--- src/rtl/display_scheduler_if.sv ---
// Bundle of value sources, alert channel and display outputs for display_scheduler.
interface display_scheduler_if;
  logic [17:0] src0_val;
  logic [17:0] src1_val;
  logic [17:0] src2_val;
  logic [2:0]  src_en;
  logic        alert_req;
  logic [17:0] alert_val;
  logic [17:0] disp_val;
  logic [1:0]  disp_sel;
  logic        disp_blank;
  logic        alert_busy;
  logic        page_tick;

  modport master (
    output src0_val, src1_val, src2_val, src_en, alert_req, alert_val,
    input  disp_val, disp_sel, disp_blank, alert_busy, page_tick
  );

  modport slave (
    input  src0_val, src1_val, src2_val, src_en, alert_req, alert_val,
    output disp_val, disp_sel, disp_blank, alert_busy, page_tick
  );
endinterface

--- src/rtl/display_scheduler.sv ---
// Round-robin display sharing of three sources with a pre-empting alert channel.
// Alert blink is built only when DISPLAY_SCHED_BLINK_EN is defined.
module display_scheduler #(
  parameter int unsigned DWELL      = 50_000_000,
  parameter int unsigned ALERT_HOLD = 150_000_000,
  parameter int unsigned BLINK_HALF = 12_500_000
) (
  input  logic               clk,
  input  logic               reset,
  display_scheduler_if.slave bus
);
  localparam int unsigned DW_W = (DWELL > 2) ? $clog2(DWELL) : 1;
  localparam int unsigned HD_W = (ALERT_HOLD > 2) ? $clog2(ALERT_HOLD) : 1;

  if (DWELL < 2) begin : g_chk_dwell
    $error("DWELL must be at least 2");
  end
  if (ALERT_HOLD < 2) begin : g_chk_hold
    $error("ALERT_HOLD must be at least 2");
  end
  if (BLINK_HALF < 1) begin : g_chk_blink
    $error("BLINK_HALF must be at least 1");
  end

  typedef enum logic [1:0] {S_IDLE, S_ROTATE, S_ALERT} state_t;

  state_t          r_state, w_state_nxt;
  logic [1:0]      r_ptr, w_ptr_nxt;
  logic [DW_W-1:0] r_dwell, w_dwell_nxt;
  logic [HD_W-1:0] r_hold, w_hold_nxt;
  logic [17:0]     r_alert_val, w_alert_val_nxt;
  logic [17:0]     r_disp_val, w_disp_val_nxt;
  logic [1:0]      r_disp_sel, w_disp_sel_nxt;
  logic            r_disp_blank, w_disp_blank_nxt;
  logic            r_alert_busy, w_alert_busy_nxt;
  logic            r_page_tick, w_page_tick_nxt;
  logic [17:0]     w_src_sel;
  logic            w_alert_blank;

  // First enabled index scanning start, start+1, start+2 (mod 3); start if none.
  function automatic logic [1:0] scan_from(input logic [1:0] start, input logic [2:0] en);
    logic [1:0] idx;
    logic       found;
    scan_from = start;
    found     = 1'b0;
    idx       = start;
    for (int unsigned k = 0; k < 3; k++) begin
      if (!found && en[idx]) begin
        scan_from = idx;
        found     = 1'b1;
      end
      idx = (idx == 2'd2) ? 2'd0 : idx + 2'd1;
    end
  endfunction

  function automatic logic [1:0] wrap_inc(input logic [1:0] p);
    wrap_inc = (p == 2'd2) ? 2'd0 : p + 2'd1;
  endfunction

`ifdef DISPLAY_SCHED_BLINK_EN
  localparam int unsigned BL_W = (BLINK_HALF > 2) ? $clog2(BLINK_HALF) : 1;

  logic [BL_W-1:0] r_blink_cnt, w_blink_cnt_nxt;
  logic            r_blink, w_blink_nxt;

  // Any alert request restarts the blink phase at "visible".
  always_comb begin
    w_blink_cnt_nxt = '0;
    w_blink_nxt     = 1'b0;
    if (!bus.alert_req && r_state == S_ALERT) begin
      if (r_blink_cnt == BL_W'(BLINK_HALF - 1)) begin
        w_blink_nxt = ~r_blink;
      end else begin
        w_blink_cnt_nxt = r_blink_cnt + BL_W'(1);
        w_blink_nxt     = r_blink;
      end
    end
  end

  always_ff @(posedge clk or posedge reset) begin
    if (reset) begin
      r_blink_cnt <= '0;
      r_blink     <= 1'b0;
    end else begin
      r_blink_cnt <= w_blink_cnt_nxt;
      r_blink     <= w_blink_nxt;
    end
  end

  assign w_alert_blank = w_blink_nxt;
`else
  assign w_alert_blank = 1'b0;
`endif

  always_comb begin
    w_state_nxt     = r_state;
    w_ptr_nxt       = r_ptr;
    w_dwell_nxt     = r_dwell;
    w_hold_nxt      = r_hold;
    w_alert_val_nxt = r_alert_val;
    if (bus.alert_req) begin
      w_state_nxt     = S_ALERT;
      w_alert_val_nxt = bus.alert_val;
      w_hold_nxt      = '0;
    end else begin
      case (r_state)
        S_IDLE: begin
          if (bus.src_en != '0) begin
            w_state_nxt = S_ROTATE;
            w_ptr_nxt   = scan_from(r_ptr, bus.src_en);
            w_dwell_nxt = '0;
          end
        end
        S_ROTATE: begin
          if (bus.src_en == '0) begin
            w_state_nxt = S_IDLE;
          end else if (!bus.src_en[r_ptr] || r_dwell == DW_W'(DWELL - 1)) begin
            w_ptr_nxt   = scan_from(wrap_inc(r_ptr), bus.src_en);
            w_dwell_nxt = '0;
          end else begin
            w_dwell_nxt = r_dwell + DW_W'(1);
          end
        end
        S_ALERT: begin
          if (r_hold == HD_W'(ALERT_HOLD - 1)) begin
            w_state_nxt = (bus.src_en == '0) ? S_IDLE : S_ROTATE;
            w_dwell_nxt = '0;
          end else begin
            w_hold_nxt = r_hold + HD_W'(1);
          end
        end
        default: w_state_nxt = S_IDLE;
      endcase
    end
  end

  // Outputs are registered from the next state, so they track the state with no extra lag.
  always_comb begin
    case (w_ptr_nxt)
      2'd1:    w_src_sel = bus.src1_val;
      2'd2:    w_src_sel = bus.src2_val;
      default: w_src_sel = bus.src0_val;
    endcase
  end

  always_comb begin
    w_disp_val_nxt   = '0;
    w_disp_sel_nxt   = '0;
    w_disp_blank_nxt = 1'b1;
    w_alert_busy_nxt = 1'b0;
    w_page_tick_nxt  = (w_ptr_nxt != r_ptr);
    case (w_state_nxt)
      S_ROTATE: begin
        w_disp_val_nxt   = w_src_sel;
        w_disp_sel_nxt   = w_ptr_nxt;
        w_disp_blank_nxt = 1'b0;
      end
      S_ALERT: begin
        w_disp_val_nxt   = w_alert_val_nxt;
        w_disp_sel_nxt   = 2'd3;
        w_disp_blank_nxt = w_alert_blank;
        w_alert_busy_nxt = 1'b1;
      end
      default: ;
    endcase
  end

  always_ff @(posedge clk or posedge reset) begin
    if (reset) begin
      r_state      <= S_IDLE;
      r_ptr        <= '0;
      r_dwell      <= '0;
      r_hold       <= '0;
      r_alert_val  <= '0;
      r_disp_val   <= '0;
      r_disp_sel   <= '0;
      r_disp_blank <= 1'b1;
      r_alert_busy <= 1'b0;
      r_page_tick  <= 1'b0;
    end else begin
      r_state      <= w_state_nxt;
      r_ptr        <= w_ptr_nxt;
      r_dwell      <= w_dwell_nxt;
      r_hold       <= w_hold_nxt;
      r_alert_val  <= w_alert_val_nxt;
      r_disp_val   <= w_disp_val_nxt;
      r_disp_sel   <= w_disp_sel_nxt;
      r_disp_blank <= w_disp_blank_nxt;
      r_alert_busy <= w_alert_busy_nxt;
      r_page_tick  <= w_page_tick_nxt;
    end
  end

  assign bus.disp_val   = r_disp_val;
  assign bus.disp_sel   = r_disp_sel;
  assign bus.disp_blank = r_disp_blank;
  assign bus.alert_busy = r_alert_busy;
  assign bus.page_tick  = r_page_tick;
endmodule

--- src/flat_wrapper.sv ---
// flat-port wrapper written by rule: the top's interface ports become plain ports
module display_scheduler_flat 
#(
  parameter int unsigned DWELL      = 50_000_000,
  parameter int unsigned ALERT_HOLD = 150_000_000,
  parameter int unsigned BLINK_HALF = 12_500_000
)
  (clk, reset, bus_src0_val, bus_src1_val, bus_src2_val, bus_src_en, bus_alert_req, bus_alert_val, bus_disp_val, bus_disp_sel, bus_disp_blank, bus_alert_busy, bus_page_tick);
  display_scheduler_if bus_i ();
  input  logic clk;
  input  logic reset;
  input wire logic [$bits(bus_i.src0_val)-1:0] bus_src0_val;
  input wire logic [$bits(bus_i.src1_val)-1:0] bus_src1_val;
  input wire logic [$bits(bus_i.src2_val)-1:0] bus_src2_val;
  input wire logic [$bits(bus_i.src_en)-1:0] bus_src_en;
  input wire logic [$bits(bus_i.alert_req)-1:0] bus_alert_req;
  input wire logic [$bits(bus_i.alert_val)-1:0] bus_alert_val;
  output wire logic [$bits(bus_i.disp_val)-1:0] bus_disp_val;
  output wire logic [$bits(bus_i.disp_sel)-1:0] bus_disp_sel;
  output wire logic [$bits(bus_i.disp_blank)-1:0] bus_disp_blank;
  output wire logic [$bits(bus_i.alert_busy)-1:0] bus_alert_busy;
  output wire logic [$bits(bus_i.page_tick)-1:0] bus_page_tick;
  assign bus_i.src0_val = bus_src0_val;
  assign bus_i.src1_val = bus_src1_val;
  assign bus_i.src2_val = bus_src2_val;
  assign bus_i.src_en = bus_src_en;
  assign bus_i.alert_req = bus_alert_req;
  assign bus_i.alert_val = bus_alert_val;
  assign bus_disp_val = bus_i.disp_val;
  assign bus_disp_sel = bus_i.disp_sel;
  assign bus_disp_blank = bus_i.disp_blank;
  assign bus_alert_busy = bus_i.alert_busy;
  assign bus_page_tick = bus_i.page_tick;
  display_scheduler #(.DWELL(DWELL), .ALERT_HOLD(ALERT_HOLD), .BLINK_HALF(BLINK_HALF)) u_core (.clk(clk), .reset(reset), .bus(bus_i));
endmodule
--- config.mk ---
export PLATFORM = sky130hd
export DESIGN_NAME = display_scheduler_flat
export DESIGN_NICKNAME = d
export VERILOG_FILES = /design/src/rtl/display_scheduler_if.sv /design/src/rtl/display_scheduler.sv /design/src/flat_wrapper.sv
export SDC_FILE = /design/constraint.sdc
export NUM_CORES = 1
export LEC_CHECK = 0
export BUFFER_PORTS_ARGS = -buffer_cell sky130_fd_sc_hd__buf_2
export CORE_MARGIN = 2
export CORE_UTILIZATION = 41
export DETAILED_ROUTE_END_ITERATION = 16
export SLEW_MARGIN = 10
export SYNTH_ARGS = -nofsm -noshare
export SYNTH_HDL_FRONTEND = slang
export SYNTH_SLANG_ARGS = --single-unit
--- constraint.sdc ---
create_clock -name clk -period 6.9 [get_ports clk]
set_clock_uncertainty 0.15 [all_clocks]
set_input_delay 1.035 -clock clk [delete_from_list [all_inputs] [get_ports clk]]
set_output_delay 1.035 -clock clk [all_outputs]
set_load 0.05 [all_outputs]
==> After elaboration in Yosys (flattened, before gate mapping) <==
Index checks and enable logic that the tools add are counted.
{ "totals": {"out_inout_bits": 23, "register_bits": 99, "wordCells": 112, "inputBits": 78} }
{ "classes": {"n_eq_ne": 16, "addsub": 5, "magnitude_cmp": 4, "bitwise": 1, "mux": 58, "n_reduce_logical": 18} }
{ "ops": {"columns": ["cell", "count"], "rows": [
  ["26-bit 2-to-1 mux", 4],
  ["28-bit 2-to-1 mux", 3],
  ["26-bit case mux with 3 select lines", 1],
  ["18-bit case mux with 2 select lines", 2],
  ["2-bit 2-to-1 mux", 15],
  ["28-bit by 1-bit adder with 28-bit output, second input constant", 1],
  ["28-bit equality test, second input constant", 1],
  ["26-bit by 1-bit adder with 26-bit output, second input constant", 1],
  ["26-bit equality test, second input constant", 1],
  ["1-bit 2-to-1 mux", 25],
  ["18-bit 2-to-1 mux", 1],
  ["2-bit equality test, second input constant", 6],
  ["2-bit by 3-bit < comparator with 1-bit output, second input constant", 4],
  ["1-bit binary-select mux with 2-bit select", 4],
  ["2-bit case mux with 2 select lines", 2],
  ["2-bit by 1-bit adder with 2-bit output, second input constant", 3],
  ["2-bit by 1-bit equality test with 1-bit output, second input constant", 3],
  ["2-bit case mux with 3 select lines", 1],
  ["3-bit nonzero test", 2],
  ["1-bit zero test", 5],
  ["5-bit AND reduction", 1],
  ["1-bit logical AND", 4],
  ["2-bit by 1-bit inequality test with 1-bit output, second input constant", 2],
  ["2-bit inequality test, second input constant", 2],
  ["8 further kinds", 8]
]} }

==> Logic depth before layout (Yosys ltp) <==
Gate-level depths: netlist of run 1.
{ "depth": {"ltp_word": 26, "mapped_depth": 14, "mapped_depth_nobuf": 12} }

==> Least setup slack after synthesis of run 1 <==
Ideal clock, no wire load.
{ "synth_path": {"path_type": "input -> register", "startpoint": "input port bus_alert_req", "endpoint": "register u_core.r_disp_val[10], in the netlist u_core.bus.disp_val[10]", "setup_time_ps": 72, "n_path_buf": 3, "t_arrival_ps": 2997, "stages": 13, "required_time_ps": 6678, "setup_slack_ps": 3681, "path_cell_list": "clkbuf_1 nor3_1 nand3_1 a21oi_1 o21ai_0 inv_1 ha_1 clkbuf_1 buf_1 a22oi_1 o21ai_0 a22oi_1 nor2_1"} }
{ "synth_via": {"elab_chain_cells": 4, "elab_cells_between_ends": 9, "cone_classes": "eq/ne: 4; mux: 5"} }
{ "synth_lines": {"columns": ["item", "line", "source"], "rows": [
  ["start: declaration", "flat_wrapper.sv:16", "input wire logic [$bits(bus_i.alert_req)-1:0] bus_alert_req;"],
  ["2-bit 2-to-1 mux (*)", "display_scheduler.sv:101", "if (bus.alert_req) begin"],
  ["net u_core.w_ptr_nxt[1]", "display_scheduler.sv:28", "logic [1:0] r_ptr, w_ptr_nxt;"],
  ["2-bit equality test / 2-bit by 1-bit equality test with 1-bit output (equally long branches)", "display_scheduler.sv:139", "case (w_ptr_nxt)"],
  ["18-bit case mux with 2 select lines (*)", "display_scheduler.sv:139", null],
  ["18-bit case mux with 2 select lines (*)", "display_scheduler.sv:152", "case (w_state_nxt)"],
  ["net u_core.w_disp_val_nxt[10]", "display_scheduler.sv:32", "logic [17:0] r_disp_val, w_disp_val_nxt;"],
  ["end signal: assignment", "display_scheduler.sv:186", "r_disp_val <= w_disp_val_nxt;"],
  ["end: declaration", "display_scheduler.sv:32", null]
]} }
Mark *: on every way through the listed nets, which the timed path passes. The rest lies on a longest branch.
A chain may end at the register's enable or synchronous reset.

==> Worst setup path after layout of run 1 <==
{ "layout_path": {"startpoint": "register u_core.r_dwell[11]", "endpoint": "register u_core.r_disp_val[5], in the netlist u_core.bus.disp_val[5]"} }
{ "layout_via": {"elab_chain_cells": 9, "elab_cells_between_ends": 10, "cone_classes": "eq/ne: 3; mux: 6; reduce/logical: 1"} }
{ "layout_lines": {"columns": ["item", "line", "source"], "rows": [
  ["start: declaration", "display_scheduler.sv:29", "logic [DW_W-1:0] r_dwell, w_dwell_nxt;"],
  ["start signal: assignment", "display_scheduler.sv:183", "r_dwell <= w_dwell_nxt;"],
  ["26-bit equality test (*)", "display_scheduler.sv:117", "end else if (!bus.src_en[r_ptr] || r_dwell == DW_W'(DWELL - 1)) begin"],
  ["1-bit logical OR (*)", "display_scheduler.sv:117", null],
  ["2-bit 2-to-1 mux (*)", "display_scheduler.sv:117", null],
  ["2-bit 2-to-1 mux (*)", "display_scheduler.sv:115", "if (bus.src_en == '0) begin"],
  ["2-bit case mux with 2 select lines (*)", "display_scheduler.sv:106", "case (r_state)"],
  ["2-bit 2-to-1 mux (*)", "display_scheduler.sv:101", null],
  ["net u_core.w_ptr_nxt[1]", "display_scheduler.sv:28", null],
  ["2-bit equality test / 2-bit by 1-bit equality test with 1-bit output (equally long branches)", "display_scheduler.sv:139", null],
  ["18-bit case mux with 2 select lines (*)", "display_scheduler.sv:139", null],
  ["18-bit case mux with 2 select lines (*)", "display_scheduler.sv:152", null],
  ["net u_core.w_disp_val_nxt[5]", "display_scheduler.sv:32", null]
]} }
Marks and branches as above.

==> results of run 1 <==
path summary, 6_finish.rpt:
| path | slack [ns] | cells after the start | startpoint | end |
|---|---|---|---|---|
| min | 0.33 | 1 | u_core.r_dwell[23] | u_core.r_dwell[23] |
| min in group asynchronous | 0.47 | 2 | reset | u_core.r_alert_val[4] |
| max | 3.14 | 10 | u_core.r_dwell[11] | u_core.bus.disp_val[5] |
| max in group asynchronous | 4.87 | 3 | reset | u_core.r_dwell[18] |
| min reg2reg | 0.33 | 1 | u_core.r_dwell[23] | u_core.r_dwell[23] |
| max reg2reg | 3.14 | 10 | u_core.r_dwell[11] | u_core.bus.disp_val[5] |
placed cells by master (no fill, tap or decap), drive strengths merged, types with 9 or more instances in the layout:
cell type	synthesis	routed
o21ai	51	51
nor2	59	59
inv	22	25
and3	13	13
buf	4	104
nand2	45	45
nand3	33	33
nand4	12	12
xor2	18	18
a22oi	38	38
dfrtp	98	98
mux2	18	18
clkbuf	28	9
a21oi	14	14
or3	14	14
nor3	15	15
registers in the layout, indices dropped and copies added (netlist names), 2 cells and up:
register             cells
u_core.r_alert_val      18
u_core.bus.disp_val     18
u_core.r_ptr             2
u_core.r_dwell          26
u_core.r_hold           28
u_core.bus.disp_sel      2
u_core.r_state           2
power groups by stage:
stage,registers [mW],clock network (mW),logic (mW)
floorplan,0.676,0,0.115
global placement,0.636,0,0.215
detailed placement,0.636,0,0.220
CTS,0.625,0.512,0.220
global route,0.628,0.536,0.246
finish,0.625,0.498,0.218
layer usage:
metal / share of wire / routed length [um] / vias to the layer above / global-route usage
li1: - / - / 2166 / -
met1: 0.46 / 5660 / 2076 / 0.269
met2: 0.45 / 5470 / 156 / 0.297
met3: 0.075 / 915 / 15 / 0.0545
met4: 0.014 / 166 / 2 / 0.0651
met5: 0.0016 / 19 / - / 0
cell type report:
cell class	instances	area [um^2]
Sequential cell	99	2480
Clock buffer	9	225
Clock inverter	7	71.3
Fill cell	1177	6350
Multi-Input combinational cell	405	2500
Tap cell	172	215
Timing Repair Buffer	104	531
Inverter	22	85.1
worst reg2reg max path, cell delays in order, from the launching register on:
cell and delay [ns]:
dfrtp_1 0.44, nor4bb_1 0.33, nand4_1 0.20, or4_1 0.63
a21o_1 0.21, o21ai_0 0.13, inv_1 0.11, ha_1 0.89
o21ai_0 0.29, a22oi_1 0.19, nor2_1 0.06
logic make-up after synthesis:
family / Yosys count / share of synthesized area
fa+ha+maj: 6 / 0.0145
compound gates: 122 / 0.147
flops: 99 / 0.478
buf+inv: 54 / 0.0398
simple gates: 230 / 0.232
mux: 23 / 0.0487
xor+xnor: 24 / 0.0405
stage by stage:
stage	worst slack, ns	utilization	cells	area, um^2	hold slack, ns
after floorplan	3.13	-	558	5190	0.293
after global placement	2.92	0.466	802	5810	0.312
after detailed placement	2.75	0.466	802	5810	0.328
after CTS	3.16	0.490	818	6110	0.338
after global routing	2.78	0.490	818	6110	0.355
final	3.14	0.490	818	6110	0.330
==> summary.txt, run 1 <==
Yosys
  • Yosys top cell by area: dfrtp_1
  • Synthesized area: 0.00519 mm^2
  • Seq cells post-synth: 99
  • EDFF count, synth: 0
  • Synth top area share: 0.473
  • Primary FF master, synth: dfrtp_1
  • Top cells by area, synth: dfrtp_1, a22oi_1, o21ai_0
  • Synth warn: 0
  • Synth cell types: 50
  • Syn Inst Count: 558
  • Cell with the most instances after synthesis: dfrtp_1
  • Seq/Total Area, Yosys: 0.478
  • Syn nets: 642
  • Post-synth top cells: dfrtp_1, nor2_1, o21ai_0
  • Avg Inst Size Synth: 9.30 um^2
  • Asr flop ratio synth: 1.00

Clock tree
  • Root buf cell: clkbuf_16
  • Postcts setup bufs: 0
  • Insertion delay to the later sink of the worst-skew pair: 0.35 ns
  • Post-CTS sizing: 0
  • CTS tree: done
  • TritonCTS buffer count: 9
  • Cts hold-fix bufs: 0
  • # clock sinks: 99
  • Max clock buf depth: 2
  • H-tree depth: 3
  • Reg clk slew, reported paths: 0.07 ns

Detailed routing
  • Vias per inst: 5.40
  • Detailed-route wire length per cell: 15.0 um
  • Post-Route WL: 12,200 um
  • DRT Pass-1 Iters: 5
  • # DRC: 0
  • Initial DRC Count: 357
  • Vias: 4,415
  • Antenna viol nets, final: 0

Floorplan
  • Die Y: 117 um
  • Area of the core: 0.0125 mm^2
  • Initial Util: 0.416
  • Row count: 41
  • Die area: 0.0136 mm^2
  • Io pins: 101
  • Die width: 117 um

Critical path
  • Critical path class: reg -> reg
  • Critical Path Fanout Max: 36
  • Top delay family on crit path: simple AND/OR/NAND/NOR gates
  • CP peak stage delay: 0.89 ns
  • CP arrival: 3.83 ns
  • Critical Path End Type: flip-flop
  • Crit path required time: 6.97 ns
  • Crit path buffers/inverters: 1
  • CP max-delay cell: ha_1
  • Startpoint Class: flip-flop
  • Crit path top cell by count: o21ai_0
  • Worst-path cell chain: nor4bb_1 -> nand4_1 -> or4_1 -> a21o_1 -> o21ai_0 -> inv_1 -> ha_1 -> o21ai_0 -> a22oi_1 -> nor2_1

Place
  • Post-DP HPWL: 8500 um
  • Port Buffers: 100
  • RePlAce Congestion: 0.850

Global route
  • Pin count of the biggest net entering global routing: 78
  • Global-route wire length before repair: 20,700 um
  • Initial antenna violation count: 1
  • Vias in the first global route: 4,243
  • Total GRT Usage: 0.195
  • Grt total ovfl: 0

Layout
  • Diode count: 0
  • Fraction of layout cells with a size suffix above 1: 0.224
  • # nets final: 725
  • Synth-to-Final Area Change: 17.7%

STA
  • Worst Tran Pin Value: 1.06 ns
  • Setup TNS: 0 ns
  • Slew HR: 0.293
  • Fin crit share: 0.545
  • Max-slew violations: 0
  • Final Hold Viols: 0
  • Max Freq: 0.266 GHz
  • Finish-stage setup viols: 0
  • RSZ-0062 raised after global routing: false
  • Final period demand of the worst path: 3.76 ns

Power
  • Worst vdd ir: 0.000125 V
  • Leakage power: 2.70 nW
  • Sequential power share: 0.466
  • Sw power: 400 uW
  • Power Dens Cells: 219 mW/mm^2
  • Clock power frac: 0.371
  • Combinational power share: 0.163
  • Int Pwr: 940 uW
  • Power, Total: 1.34 mW
  • Switching Fraction: 0.299

Status
  • Status: finished, final reports clean

Worst hold path
  • Hold Crit Class: reg -> reg

Run
  • Max Cap Violations: 0
No activity file was read; power rests on OpenSTA's default activity.
==> run 2: changes to the inputs <==
- clock period: 6.9 -> 3.46 ns (I/O delays scaled with it)
==> run 2 against run 1 <==
Compared with the run above: power grew 97%; critical path depth is the same; hold slack lost 0.17 ns; maximum frequency grew 17%; routed wire length grew 4.1%; die area is the same; non-clock buffer count grew 8; setup slack lost 2.9 ns; register-to-register slack lost 2.9 ns; utilization grew 0.45 points; via count grew 1.8%; cell count grew 0.98%; critical endpoint is now u_core.bus.disp_val[15]; largest power group unchanged; highest routed layer is now met4.
==> summary.txt, run 2 (synthesized netlist as in run 1, its figures left out) <==
Critical path
  • Reg2reg setup slack: 0.25 ns
  • Critical Path End Type: flip-flop
  • CP arrival: 3.29 ns
  • Crit path required time: 3.54 ns
  • Critical path class: reg -> reg
  • Critical Path Fanout Max: 20
  • Startpoint Class: flip-flop

Floorplan
  • Die width: 117 um
  • Row count: 41
  • Area of the core: 0.0125 mm^2
  • Io pins: 101
  • Die area: 0.0136 mm^2
  • Die Y: 117 um
  • Initial Util: 0.416

Power
  • Worst vdd ir: 0.000225 V
  • Power Dens Cells: 428 mW/mm^2
  • Power, Total: 2.64 mW
  • Leakage power: 2.74 nW

Global route
  • Vias in the first global route: 4,521
  • Grt total ovfl: 0
  • Pin count of the biggest net entering global routing: 64
  • Initial antenna violation count: 0
  • Total GRT Usage: 0.206
  • Global-route wire length before repair: 21,900 um

STA
  • Max Freq: 0.312 GHz
  • Fin crit share: 0.928
  • Worst Tran Pin Value: 0.811 ns
  • Setup TNS: 0 ns
  • Final period demand of the worst path: 3.21 ns
  • Fin Hold WS: 0.164 ns
  • Max-slew violations: 0
  • Setup ws final: 0.250 ns
  • RSZ-0062 raised after global routing: false
  • Slew HR: 0.460
  • Final Hold Viols: 0
  • Finish-stage setup viols: 0

Layout
  • Post-Layout Cell Count: 826
  • Fraction of layout cells with a size suffix above 1: 0.234
  • Max reg flops: 28
  • Diode count: 0
  • Most frequent cells in the layout: buf_2, dfrtp_1, nor2_1, o21ai_0, nand2_1
  • Final Util: 0.495
  • Commonest non-fill, non-tap cell in the layout: buf_2
  • # nets final: 733
  • Synth-to-Final Area Change: 18.8%
  • Biggest regs: u_core.r_hold x28, u_core.r_dwell x26
  • Design area: 0.00617 mm^2
  • Top reg by flops: u_core.r_hold

Place
  • Setup WS pre-CTS: 0.0852 ns
  • Post-Place Cells: 810
  • Post-DP HPWL: 8940 um
  • Placed inst area: 0.00587 mm^2
  • RePlAce Congestion: 0.830
  • Port Buffers: 100

Detailed routing
  • Initial DRC Count: 283
  • Vias per inst: 5.44
  • Vias: 4,493
  • Detailed-route wire length per cell: 15.4 um
  • Post-Route WL: 12,700 um
  • DRT Pass-1 Iters: 5
  • # DRC: 0
  • Antenna viol nets, final: 0

Clock tree
  • Root buf cell: clkbuf_16
  • H-tree depth: 3
  • Postcts setup bufs: 0
  • TritonCTS buffer count: 9
  • Cts hold-fix bufs: 0
  • Max clock buf depth: 2
  • CTS tree: done
  • Reg clk slew, reported paths: 0.07 ns
  • Post-CTS sizing: 0
  • Insertion delay to the later sink of the worst-skew pair: 0.35 ns
  • # clock sinks: 99

Run
  • Max Cap Violations: 0

Status
  • Status: finished, final reports clean

Worst hold path
  • Hold Crit Class: in -> async
[run 2: cell types whose count changed in the layout (fill, tap and decap cells not counted), sizes merged]
cell | before | now
inv | 25 | 22
clkbuf | 9 | 12
clkinvlp | 2 | 0
buf | 104 | 112
clkinv | 2 | 4
[run 2: final timing paths]
path                                                 to  cells after the start               start
worst max-delay path            u_core.bus.disp_val[15]                     10    u_core.r_hold[0]
max in group asynchronous            u_core.r_dwell[10]                      3               reset
worst min register to register       u_core.r_dwell[23]                      1  u_core.r_dwell[23]
worst max register to register  u_core.bus.disp_val[15]                     10    u_core.r_hold[0]
min in group clk                  u_core.r_alert_val[4]                      2    bus_alert_val[4]
worst min-delay path              u_core.r_alert_val[5]                      2               reset
[run 2: layout make-up]
class / instances / area (um^2)
inverters: 22 / 85.1
flip-flops and latches: 99 / 2480
fillers: 1158 / 6300
clock inverters: 4 / 27.5
multi-input cells: 405 / 2520
repair buffers: 112 / 594
clock buffers: 12 / 246
well taps: 172 / 215
[run 2: routing by layer]
metal  vias to the layer above  share of wire  GRT usage
met5                         -              0          0
met4                         0          0.010     0.0611
met3                        10          0.069     0.0643
met2                       132           0.44      0.319
met1                      2161           0.48      0.279
li1                       2190              -          -
[run 2: worst max-delay path: stages (launching register included)]
cell	delay, ns
dfrtp_1	0.39
ha_1	0.17
or4b_1	0.49
nor4_4	0.32
nand3_2	0.19
nor2_1	0.13
nor2_1	0.04
or3_1	0.35
ha_1	0.51
a22oi_1	0.28
nor2_1	0.06
[run 2: power breakdown]
part	total [mW]	switching (mW)	internal [mW]	leakage, nW
clock network	0.943	0.435	0.508	0.137
logic	0.448	0.287	0.161	1.34
registers	1.25	0.0304	1.22	1.26
